`config.mk`:
```
export PLATFORM = sky130hd
export DESIGN_NAME = reg_file_reader
export DESIGN_NICKNAME = d
export VERILOG_FILES = /design/src/rtl/reg_file_reader_pkg.sv /design/src/rtl/reg_file_reader.sv
export SDC_FILE = /design/constraint.sdc
export NUM_CORES = 1
export LEC_CHECK = 0
export ABC_AREA = 1
export CAP_MARGIN = 25
export CORE_MARGIN = 2
export CORE_UTILIZATION = 40
export CTS_BUF_LIST = sky130_fd_sc_hd__clkbuf_4
export DETAILED_ROUTE_END_ITERATION = 10
export PLACE_DENSITY = 0.67
export SETUP_SLACK_MARGIN = 0.05
export SKIP_CTS_REPAIR_TIMING = 1
export SLEW_MARGIN = 20
export SYNTH_ARGS = -nofsm -noshare
export SYNTH_HDL_FRONTEND = slang
export SYNTH_SLANG_ARGS = --single-unit
```
`constraint.sdc`:
```
create_clock -name clk -period 1.49 [get_ports clk]
set_input_delay 0.149 -clock clk [delete_from_list [all_inputs] [get_ports clk]]
set_output_delay 0.149 -clock clk [all_outputs]
set_load 0.03 [all_outputs]
```
`src/rtl/reg_file_reader_pkg.sv`:
```
// Shared decode definitions for the vector register file read sequencer.
// Default geometry, element-index width and sequencer state encodings.
package reg_file_reader_pkg;

  localparam int unsigned DefWidthAddr   = 4;
  localparam int unsigned DefWidthVector = 8;
  localparam int unsigned DefN           = 32;
  localparam int unsigned ELEM_W         = $clog2(DefWidthVector);

  typedef logic [DefWidthVector-1:0][DefN-1:0] vec_t;

  // Plain constants rather than an enum so legacy tools can consume the encoding.
  typedef logic [2:0] rfr_state_e;
  localparam rfr_state_e StIdle   = 3'd0;
  localparam rfr_state_e StRead   = 3'd1;
  localparam rfr_state_e StCapt   = 3'd2;
  localparam rfr_state_e StStream = 3'd3;
  localparam rfr_state_e StFin    = 3'd4;

endpackage

```
`src/rtl/reg_file_reader.sv`:
```
// Reads COUNT consecutive register file entries from BASE and serialises each
// entry into N-bit elements on a valid/ready stream, flagging the final element.
module reg_file_reader
  import reg_file_reader_pkg::*;
#(
  parameter int unsigned WIDTH_ADDR   = DefWidthAddr,
  parameter int unsigned WIDTH_VECTOR = DefWidthVector,
  parameter int unsigned N            = DefN
) (
  input  logic                            clk,
  input  logic                            reset,
  input  logic                            start,
  input  logic [WIDTH_ADDR-1:0]           base,
  input  logic [WIDTH_ADDR:0]             count,
  output logic                            busy,
  output logic                            done,
  output logic                            rd_en,
  output logic [WIDTH_ADDR-1:0]           rd_addr,
  input  logic [WIDTH_VECTOR*N-1:0]       rd_data,
  output logic [N-1:0]                    m_data,
  output logic                            m_valid,
  input  logic                            m_ready,
  output logic                            m_last,
  output logic [$clog2(WIDTH_VECTOR)-1:0] m_elem
);

  localparam int unsigned EW = $clog2(WIDTH_VECTOR);
  localparam logic [EW-1:0] LastElem = EW'(WIDTH_VECTOR - 1);
  localparam logic [WIDTH_ADDR:0] RemOne = (WIDTH_ADDR + 1)'(1);

  rfr_state_e                  state_q, state_d;
  logic [WIDTH_ADDR-1:0]       addr_q, addr_d;
  logic [WIDTH_ADDR:0]         remaining_q, remaining_d;
  logic [EW-1:0]               elem_q, elem_d;
  logic [WIDTH_VECTOR*N-1:0]   hold_q, hold_d;

  always_comb begin
    state_d     = state_q;
    addr_d      = addr_q;
    remaining_d = remaining_q;
    elem_d      = elem_q;
    hold_d      = hold_q;
    case (state_q)
      StIdle: begin
        if (start) begin
          addr_d      = base;
          remaining_d = count;
          state_d     = (count == '0) ? StFin : StRead;
        end
      end
      StRead: state_d = StCapt;
      StCapt: begin
        // Read data is valid here, one cycle after rd_en.
        hold_d  = rd_data;
        elem_d  = '0;
        state_d = StStream;
      end
      StStream: begin
        if (m_ready) begin
          if (elem_q != LastElem) begin
            elem_d = elem_q + EW'(1);
          end else begin
            remaining_d = remaining_q - RemOne;
            addr_d      = addr_q + WIDTH_ADDR'(1);
            state_d     = (remaining_q == RemOne) ? StFin : StRead;
          end
        end
      end
      StFin:   state_d = StIdle;
      default: state_d = StIdle;
    endcase
  end

  always_ff @(posedge clk) begin
    if (reset) begin
      state_q     <= StIdle;
      addr_q      <= '0;
      remaining_q <= '0;
      elem_q      <= '0;
      hold_q      <= '0;
    end else begin
      state_q     <= state_d;
      addr_q      <= addr_d;
      remaining_q <= remaining_d;
      elem_q      <= elem_d;
      hold_q      <= hold_d;
    end
  end

  always_comb begin
    busy    = (state_q != StIdle);
    done    = (state_q == StFin);
    rd_en   = (state_q == StRead);
    rd_addr = addr_q;
    m_valid = (state_q == StStream);
    m_last  = m_valid && (elem_q == LastElem) && (remaining_q == RemOne);
    m_elem  = elem_q;
    m_data  = hold_q[elem_q*N +: N];
  end

endmodule

```
Word level (Yosys, flattened, before mapping):

Index checks and enable logic that the tools add are counted.

* output and inout bits: 44
* logic and storage cells: 47
* flip-flop bits (word level): 271
* input bits: 269

* reductions and logical operators: 10
* muxes and demuxes: 17
* equality and inequality tests: 11
* shifts and indexed selects: 1
* $add $sub $neg: 3

Operators with widths (number)
* variable part select 256 x 9 -> 32 bit: 1
* two-way mux 3 bit: 7
* two-way mux 5 bit: 3
* two-way mux 4 bit: 3
* case mux 3 bit (4 select lines): 1
* case mux 5 bit (2 select lines): 1
* case mux 4 bit (2 select lines): 1
* == test 3 x 2 -> 1 bit (second input constant): 2
* == test 3 bit (second input constant): 2
* case mux 3 bit (2 select lines): 1
* AND reduction 3 bit: 2
* == test 5 x 1 -> 1 bit (second input constant): 1
* zero test 5 bit: 1
* subtractor 5 x 1 -> 5 bit (second input constant): 1
* adder 4 x 1 -> 4 bit (second input constant): 1
* != test 2 x 1 -> 1 bit (second input constant): 2
* != test 2 bit (second input constant): 2
* AND reduction 4 bit: 1
* nonzero test 2 bit: 2
* adder 3 x 1 -> 3 bit (second input constant): 1
* == test 3 x 1 -> 1 bit (second input constant): 1
* zero test 3 bit: 1
* != test 3 bit (second input constant): 1
* nonzero test 3 bit: 1
* logical AND 1 bit: 2

Logic depth before layout (Yosys ltp):

Gate-level depths: netlist (run 1).

* depth after elaboration: 5
* gate-level depth with buffers: 9

Least setup slack after synthesis (run 1):

No wires, ideal clock.

* path type: register to output
* start point: register elem_q[0] (netlist: m_elem[0])
* end point: output m_data[27]
* required time: 1341 ps
* setup slack: -226 ps
* path buffers: 3
* stages on the path, launching flop included: 8
* arrival time: 1567 ps
* path through: dfxtp_1 -> buf_2 -> buf_4 -> buf_2 -> a21oi_1 -> o21ai_0 -> nand3_1 -> o21a_1

* longest elaborated chain between the ends: 1

RTL lines
* from (decl): RTL line reg_file_reader.sv:34 `logic [EW-1:0] elem_q, elem_d;`
* from (signal assigned): RTL line reg_file_reader.sv:85 `elem_q <= elem_d;`
* variable part select 256 x 9 -> 32 bit: RTL line reg_file_reader.sv:98 `m_data = hold_q[elem_q*N +: N];`
* to (decl): RTL line reg_file_reader.sv:20 `output logic [N-1:0] m_data,`

Every way passes these cells.

Final worst setup path (run 1):

* start point: register elem_q[0] (netlist: m_elem[0])
* end point: output m_data[14]

The elaborated chain is that of the path after synthesis.

==> summary.md, run 1 <==
| Metric | Value |
|---|---|
| CTS Root Cell | clkbuf_4 |
| H-tree levels | 3 |
| Sequential share of power | 0.311 |
| CP bufs+invs | 4 |
| Mean number of vias per cell | 5.60 |
| Arr. time, crit path | 2110 ps |
| Most used cell, CP | buf_12 |
| Sw frac | 0.395 |
| Clock skew | just over 30 ps |
| Combinational share of power | 0.492 |
| Fin util | 0.665 |
| Worst path top cell family by delay | buffers and inverters |
| Post-synth ARST share | 0 |
| Worst EP required | 1340 ps |
| First-pass GRT wire length | 65.8 mm |
| Synthesized area per cell | 7.24 sq um |
| Num CTS Buffers | 73 |
| DRT iter0 DRCs | 1,318 |
| Post-synthesis net count | 1,947 |
| Num rows | 63 |
| Critical path class | flop to output port |
| Clk sinks | 271 |
| Final Setup Violations | roughly 240 |
| Ports | between 300 and 400 |
| First-pass DRT Iterations | 6 |
| CP startpoint kind | flop |
| Slew margin rel. | 0.447 |
| Die H | 178 um |
| FILL cells | 2,447 |
| Fin nets | roughly 2,300 |
| Gr usage total | 0.266 |
| Non-Filler Instances | roughly 2,500 |
| Cell Chain, Critical Path | inv_8 > buf_12 > buf_12 > o21ai_0 > nand3_1 > o21a_4 > buf_4 |
| Layout cell share with drive strength beyond 1 | 0.265 |
| Synth area leaders | dfxtp_1 (45%), a21oi_1 (16%), o21ai_0 (7.3%) |
| GRT Residual Overflow | 0 |
| Final Power | 33.6 mW |
| Hold slack | 51.4 ps |
| Yosys top cell area share | 0.448 |
| Clock share of power | 0.197 |
| Worst min-delay path category | primary input to flop |
| Antenna-violating nets left | 0 |
| Post-synth EDFFs | 0 |
| Routed len/inst | about 21 um |
| Fmax | about 0.44 GHz |
| Most frequent cells in the layout | a21oi_1 (318), clkdlybuf4s50_1 (267), dfxtp_1 (261) |
| Largest net degree at the start of global routing | 139 |
| Primary FF master, synth | dfxtp_1 |
| Setup WS pre-CTS | -203 ps |
| Core Area | 0.0297 sq mm |
| Placed Cells incl. Taps | 2,309 |
| Number of global-route vias before repair | between 10,000 and 15,000 |
| Slowest Stage Delay on Critical Path | 420 ps |
| Reg clk slew, reported paths | 70 ps |
| Detailed placement HPWL | 30.4 mm |
| Port-buffer cells | about 310 |
| Register area share after synthesis | 0.448 |
| DRC | 0 |
| Synth area leader | dfxtp_1 |
| Final Cell Area | 0.0198 sq mm |
| P_sw | 13.3 mW |
| Final min period | between 2000 and 2500 ps |
| Final slew viol count | 0 |
| Starting Density | 0.407 |
| DP Area | between 0.015 and 0.02 sq mm |
| Status | finished, violations left |
| P per Cell Area | between 1500 and 2000 mW/mm^2 |
| Failing checks | setup timing |
| Synth unique cells | 30 |
| Routed via count | between 10,000 and 15,000 |
| Chip width | 178 um |
| Ys Warns | 0 |
| Most common cell after layout, fill and taps aside | a21oi_1 |
| Gpl congestion | 0.916 |
| Clock latency on the worst-skew pair | 690 ps |
| Slowest-stage cell, CP | dfxtp_4 |
| Post-Route WL | 52.5 mm |
| CTS tree | yes |
| P_int | 20.3 mW |
| RSZ-0062 raised after global routing | yes |
| Final hold violations | 0 |
| Leakage | 7.30 nW |
| Critical Path Sink Type | output port |
| Synthesized area | 0.0121 sq mm |
| Yosys reg bits | around 270 |
| Post-route setup TNS | -38,140 ps |
| Critical path fanouts, max | 11 |
| Initial antenna violation count | 6 |
| Die Footprint | ~0.032 sq mm |
| Max VDD drop | 1.23 mV |
| Post-synthesis cell count | 1,673 |
| CTS Buffer Depth | 3 |
| Max-cap violations | 0 |
| Layout area overhead | 63.1% |
| Final period util | 1.52 |
| Worst-margin pin slew | roughly 830 ps |
| Final WS setup | -770 ps |
-- synthesized netlist by cell type, types with 6 or more instances --
library cell    n
a21oi_1       387
nand2_2         9
nand2_1       197
buf_2          60
dfxtp_1       271
buf_1          10
o21ai_1        89
inv_2           6
nor2_1         22
nand3_1       170
o21ai_0       176
clkbuf_1       72
o21a_1         32
inv_1         140
-- power groups by stage --
| stage | clock network, mW | logic [mW] | registers, mW |
|---|---|---|---|
| floorplan | 0 | 6.94 | 10.3 |
| CTS | 6.61 | 11.1 | 10.3 |
| finish | 6.62 | 16.5 | 10.5 |
| global placement | 0 | 10.9 | 10.4 |
| detailed placement | 0 | 11.0 | 10.4 |
| global route | 7.10 | 17.4 | 10.7 |
-- path summary, 6_finish.rpt --
check,from,endpoint,slack [ps],cells past startpoint
worst max-delay path,m_elem[0],m_data[14],-770,7
worst min-delay path,rd_data[9],hold_q[9],50,3
worst max register to register,state_q[1],hold_q[168],-170,10
worst min register to register,hold_q[38],hold_q[38],450,2
-- per-layer routing --
metal | GRT usage | wire (um)
met5 | 0 | 13
met4 | 0.0895 | 1840
met3 | 0.0676 | 5430
met2 | 0.380 | 22700
met1 | 0.386 | 22500
-- cell type report --
| class | count | area (sq um) | share of cell area |
|---|---|---|---|
| clock buffer | 106 | 796 | 0.0403 |
| inverter | 147 | 587 | 0.0297 |
| antenna | 5 | 12.5 | 0.000634 |
| clock inverter | 14 | 88.8 | 0.00450 |
| sequential | 271 | 5450 | 0.276 |
| timing repair buffer | 471 | 5840 | 0.296 |
| multi-input combinational | 1109 | 6490 | 0.329 |
| tap | 390 | 488 | 0.0247 |
-- registers in the layout (all words and copies together) (netlist names) --
signal       flops
remaining_q      5
state_q          3
rd_addr          4
hold_q         256
m_elem           3
-- worst reg2reg max path, stage by stage, from the launching register on --
cell	delay [ps]
dfxtp_2	340
buf_6	110
inv_6	40
nor2_4	180
nand2_8	80
buf_12	130
clkbuf_16	160
clkbuf_16	180
buf_16	160
o21ai_2	140
a21oi_2	50
-- logic make-up (layout without fill, tap and decap cells) --
group / after synthesis / in the layout / share of synthesized area
AO/OA/AOI/OAI: 691 / 691 / 0.294
AND/OR/NAND/NOR: 411 / 413 / 0.153
buffers and inverters: 295 / 738 / 0.100
flip-flops: 271 / 271 / 0.448
adder cells (fa/ha/maj): 5 / 5 / 0.00517
other: 0 / 5 / 0
No activity file was read; power rests on OpenSTA's default activity.
==> run 2, diff against run 1 <==
--- a/config.mk
+++ b/config.mk
@@ -6,12 +6,13 @@
 export NUM_CORES = 1
 export LEC_CHECK = 0
 export ABC_AREA = 1
-export CAP_MARGIN = 25
+export CAP_MARGIN = 20
 export CORE_MARGIN = 2
-export CORE_UTILIZATION = 40
+export CORE_UTILIZATION = 50
 export CTS_BUF_LIST = sky130_fd_sc_hd__clkbuf_4
 export DETAILED_ROUTE_END_ITERATION = 10
-export PLACE_DENSITY = 0.67
+export DONT_BUFFER_PORTS = 1
+export PLACE_DENSITY = 0.64
 export SETUP_SLACK_MARGIN = 0.05
 export SKIP_CTS_REPAIR_TIMING = 1
 export SLEW_MARGIN = 20
==> run 2 against run 1 <==
Against the previous run: the run ends with hold timing, setup timing left; flip-flop and latch count is the same; clock skew down 7.1 ps; sequential share of layout area grew 2.4 points; first-iteration DRC count is 2.0% lower; routed wire length is 1.8% lower; largest cell class unchanged; highest routed layer unchanged.
==> summary.md, run 2 (synthesis gave the netlist of run 1 again) <==
| Metric | Value |
|---|---|
| Worst min-delay path endpoint | hold_q[251] |
| Num rows | 56 |
| Layout cell share with drive strength beyond 1 | 0.273 |
| Detailed placement HPWL | around 25 mm |
| Combinational share of power | 0.479 |
| Die Footprint | 0.0255 sq mm |
| P_int | 20.0 mW |
| FF-to-FF setup slack | -170 ps |
| Arr. time, crit path | 2120 ps |
| Mean number of vias per cell | 6.05 |
| Fin util | 0.769 |
| Worst-margin pin slew | 1030 ps |
| Core Area | 0.0236 sq mm |
| Max reg flops | between 200 and 300 |
| Most common cell after layout, fill and taps aside | a21oi_1 |
| Final period util | 1.52 |
| Hold_sp | reset |
| Port-buffer cells | 0 |
| Antenna-violating nets left | 0 |
| Clock latency on the worst-skew pair | 690 ps |
| Largest register by flop count | hold_q |
| Leakage | 6.64 nW |
| Fmax | roughly 0.44 GHz |
| First-pass GRT wire length | around 58 mm |
| Gpl congestion | 0.887 |
| Clock skew | between 20 and 25 ps |
| Sequential share of power | 0.314 |
| R2r startpoint | state_q[1] |
| R2R Path End | hold_q[45] |
| Sw frac | 0.399 |
| Worst Reg-to-Reg Cells | 9 |
| Post-Route WL | 51.6 mm |
| Largest net degree at the start of global routing | 140 |
| DRT iter0 DRCs | 1,291 |
| Layout area overhead | 49.9% |
| Max-cap violations | 0 |
| Critical Path Sink Type | output port |
| Num CTS Buffers | 74 |
| CTS Buffer Depth | 3 |
| Final hold violations | 138 |
| CP startpoint kind | flop |
| Die H | 160 um |
| Hold path cells | 1 |
| Worst EP required | 1340 ps |
| Critical path class | flop to output port |
| Reg clk slew, reported paths | 70 ps |
| CTS tree | yes |
| Gr usage total | 0.283 |
| Chip width | 160 um |
| Clk sinks | 271 |
| Routed via count | 13,800 |
| Final WS setup | -777 ps |
| P_sw | 13.3 mW |
| Clock share of power | 0.207 |
| Final Setup Violations | 238 |
| P per Cell Area | 1830 mW/mm^2 |
| Critical path fanouts, max | 13 |
| Failing checks | hold timing, setup timing |
| First-pass DRT Iterations | 5 |
| DP Area | 0.0130 sq mm |
| Slew margin rel. | 0.312 |
| Most frequent cells in the layout | a21oi_1 (310), dfxtp_1 (264), nand2_1 (153) |
| Initial antenna violation count | 6 |
| Max VDD drop | 1.04 mV |
| DRC | 0 |
| Worst min-delay path category | primary input to flop |
| CTS Root Cell | clkbuf_4 |
| H-tree levels | 3 |
| Starting Density | 0.513 |
| Number of global-route vias before repair | ~11,000 |
| GRT Residual Overflow | 0 |
| RSZ-0062 raised after global routing | yes |
| Final slew viol count | 0 |
| Fin nets | 2,185 |
| Hold slack | -459 ps |
| Routed len/inst | 22.6 um |
| Final Cell Area | approximately 0.018 sq mm |
| Final min period | 2270 ps |
| Ports | 313 |
| Status | finished, violations left |
[run 2: per-layer routing]
| layer | vias up | track usage | wire length (um) |
|---|---|---|---|
| li1 | 6215 | - | - |
| met5 | - | 0 | 15 |
| met4 | 2 | 0.117 | 2460 |
| met1 | 6456 | 0.396 | 20600 |
| met2 | 903 | 0.405 | 23100 |
| met3 | 194 | 0.0836 | 5430 |
[run 2: worst max path at each step]
stage | from | endpoint | slack [ps] | depth (start not counted)
after floorplan | m_elem[0] | m_data[27] | -40 | 7
after global placement | m_elem[0] | rd_addr[1] | -40 | 8
after detailed placement | m_elem[0] | remaining_q[3] | -80 | 9
after CTS | m_elem[0] | m_data[27] | -770 | 7
after global routing | m_elem[0] | m_data[7] | -830 | 7
final | m_elem[0] | m_data[13] | -780 | 6
[run 2: area by class of cell]
| class | count | area, sq um |
|---|---|---|
| timing repair buffer | 308 | 4050 |
| inverter | 147 | 592 |
| antenna | 5 | 12.5 |
| clock inverter | 16 | 140 |
| tap | 319 | 399 |
| clock buffer | 102 | 766 |
| multi-input combinational | 1109 | 6750 |
| fill | 1659 | 5460 |
| sequential | 271 | 5450 |
[run 2: metrics by stage]
stage          instances  TNS, ps  power [mW]  setup WS (ps)
4_1_cts             2056   -26540        26.5           -772
3_3_place_gp        1938     -275        19.6          -42.6
2_1_floorplan       1673    -44.8        17.2          -44.8
6_report            2277   -35450        33.2           -777
3_5_place_dp        1938     -623        19.8          -84.0
5_1_grt             2277   -45780        34.6           -832
[run 2: critical path, cell delays in order, from the launching register on]
cell	delay, ps
dfxtp_4	390
buf_8	150
buf_16	160
a21oi_1	210
o21ai_0	140
nand2_1	180
o21a_4	200
[run 2: power by group through the flow]
stage                     Clock [mW]  Combinational [mW]  Sequential, mW
final                           6.88                15.9            10.4
after global routing            7.33                16.7            10.6
after CTS                       6.83                9.50            10.2
after detailed placement           0                9.47            10.4
after global placement             0                9.30            10.3
after floorplan                    0                6.94            10.3
==> run 3, diff against run 2 <==
--- a/config.mk
+++ b/config.mk
@@ -12,6 +12,7 @@
 export CTS_BUF_LIST = sky130_fd_sc_hd__clkbuf_4
 export DETAILED_ROUTE_END_ITERATION = 10
 export DONT_BUFFER_PORTS = 1
+export MAX_ROUTING_LAYER = met4
 export PLACE_DENSITY = 0.64
 export SETUP_SLACK_MARGIN = 0.05
 export SKIP_CTS_REPAIR_TIMING = 1
==> run 3 against run 2 <==
Against the previous run: the run still ends with hold timing, setup timing left; critical endpoint is now m_last; non-clock buffer count fell by 36; maximum frequency grew 3.5%; clock power decreased by 2%; core utilization shrank 5.9 points; flip-flop and latch count stayed put; largest cell class unchanged; global-route usage up 0.84 points; highest routed layer is now met4; count of clock-buffer cells in the layout unchanged; combinational power fell by 22%; via count decreased by 6.7%.
==> summary.md, run 3 (synthesis gave the netlist of run 1 again) <==
| Metric | Value |
|---|---|
| Number of global-route vias before repair | 10,700 |
| Largest net degree at the start of global routing | 140 |
| Antenna-violating nets left | 0 |
| Final hold violations | 138 |
| Max reg flops | 256 |
| Critical path fanouts, max | 4 |
| DRC | 0 |
| Die H | 160 um |
| Reg clk slew, reported paths | 70 ps |
| Leakage | roughly 6 nW |
| First-pass GRT wire length | between 50 and 60 mm |
| Mean number of vias per cell | between 5 and 6 |
| Critical Path Sink Type | output port |
| Final min period | 2190 ps |
| Slowest Stage Delay on Critical Path | ~400 ps |
| Fin nets | 2,149 |
| Clock latency on the worst-skew pair | 680 ps |
| P_sw | 11.4 mW |
| Post-route setup TNS | -28,980 ps |
| Max-cap violations | 0 |
| Setup WS pre-CTS | -84.0 ps |
| DRT iter0 DRCs | 965 |
| Layout cell share with drive strength beyond 1 | 0.212 |
| Routed len/inst | 19.8 um |
| CP startpoint kind | flop |
| Port-buffer cells | 0 |
| DP Area | 0.0130 sq mm |
| Detailed placement HPWL | 25.1 mm |
| Hold path cells | 1 |
| Initial antenna violation count | 6 |
| Num rows | 56 |
| Crit. Startpoint | m_elem[1] |
| Critical path class | flop to output port |
| Num CTS Buffers | 74 |
| Sw frac | 0.387 |
| Most frequent cells in the layout | a21oi_1 (358), dfxtp_1 (265), nand2_1 (178) |
| Worst path top cell family by delay | buffers and inverters |
| P_int | between 15 and 20 mW |
| Hold_sp | reset |
| Largest register by flop count | hold_q |
| First-pass DRT Iterations | 5 |
| Final period util | 1.47 |
| R2r startpoint | state_q[1] |
| Starting Density | 0.513 |
| Failing checks | hold timing, setup timing |
| Final WS setup | -701 ps |
| Worst EP required | 1340 ps |
| Post-Route WL | 44.3 mm |
| Cell Chain, Critical Path | buf_4 > ha_4 > ha_4 > nand2_4 > buf_4 > nor2_4 > buf_6 |
| Clk sinks | 271 |
| H-tree levels | 3 |
| Most common cell after layout, fill and taps aside | a21oi_1 |
| Worst min-delay path category | primary input to flop |
| Core Area | between 0.02 and 0.025 sq mm |
| Die Footprint | 0.0255 sq mm |
| CTS tree | yes |
| Hold slack | -467 ps |
| Worst Reg-to-Reg Cells | 9 |
| Slowest-stage cell, CP | dfxtp_4 |
| Chip width | 160 um |
| Status | finished, violations left |
| Routed via count | 12,800 |
| CTS Buffer Depth | 3 |
| Final Setup Violations | between 150 and 200 |
| CP bufs+invs | 3 |
| Worst-margin pin slew | ~1200 ps |
| Clock share of power | 0.229 |
| Ports | around 310 |
| Fin util | 0.710 |
| Slew margin rel. | 0.216 |
| P per Cell Area | 1750 mW/mm^2 |
| Layout area overhead | 38.5% |
| Final slew viol count | 0 |
| GRT Residual Overflow | 0 |
| Combinational share of power | 0.420 |
| Gpl congestion | 0.901 |
| Final Cell Area | 0.0168 sq mm |
| Final Power | 29.4 mW |
| Sequential share of power | 0.350 |
| Max VDD drop | 1.30 mV |
| FF-to-FF setup slack | -130 ps |
| CTS Root Cell | clkbuf_4 |
| Gr usage total | 0.291 |
| RSZ-0062 raised after global routing | yes |
| Fmax | about 0.46 GHz |
| R2R Path End | hold_q[45] |
| Clock skew | 22.7 ps |
| FILL cells | approximately 1,900 |
| Worst min-delay path endpoint | hold_q[251] |
| Arr. time, crit path | 2040 ps |
run 3: worst register-to-register path: cells and delay by family, from the launching register on:
kind | cells | cell delay, ps
compound gates | 2 | 300
buf+inv | 5 | 610
flops | 1 | 340
simple gates | 2 | 250
run 3: final cells by class:
cell class,count,area (sq um),share of cell area
clock buffers,102,766,0.0457
multi-input cells,1109,6180,0.368
repair buffers,272,3230,0.193
diodes,6,15.0,0.000895
clock inverters,16,140,0.00836
flip-flops and latches,271,5450,0.325
inverters,147,592,0.0353
well taps,319,399,0.0238
run 3: per-stage QoR:
| step | hold slack, ps | std cells |
|---|---|---|
| finish | -467 | 2242 |
| global route | -504 | 2242 |
| CTS | -499 | 2056 |
| detailed placement | 229 | 1938 |
| global placement | 226 | 1938 |
| floorplan | 314 | 1673 |
run 3: how the worst max path moves through the flow:
stage                endpoint  slack [ps]  depth (start not counted)
3_5_place_dp   remaining_q[3]         -80                          9
4_1_cts            m_data[27]        -770                          7
2_1_floorplan      m_data[27]         -40                          7
3_3_place_gp       rd_addr[1]         -40                          8
6_report               m_last        -700                          7
5_1_grt             m_data[6]        -800                          7
run 3: power by group through the flow:
stage          clock network, mW  registers (mW)  logic, mW
6_report                    6.74            10.3       12.4
5_1_grt                     7.27            10.5       13.3
4_1_cts                     6.83            10.2       9.50
3_5_place_dp                   0            10.4       9.47
3_3_place_gp                   0            10.3       9.30
2_1_floorplan                  0            10.3       6.94
run 3: per-layer routing:
metal,share of wire,up-vias,track usage
li1,-,6142,-
met1,0.43,5910,0.397
met2,0.45,686,0.407
met3,0.096,103,0.0805
met4,0.029,0,0.118
met5,0,-,-
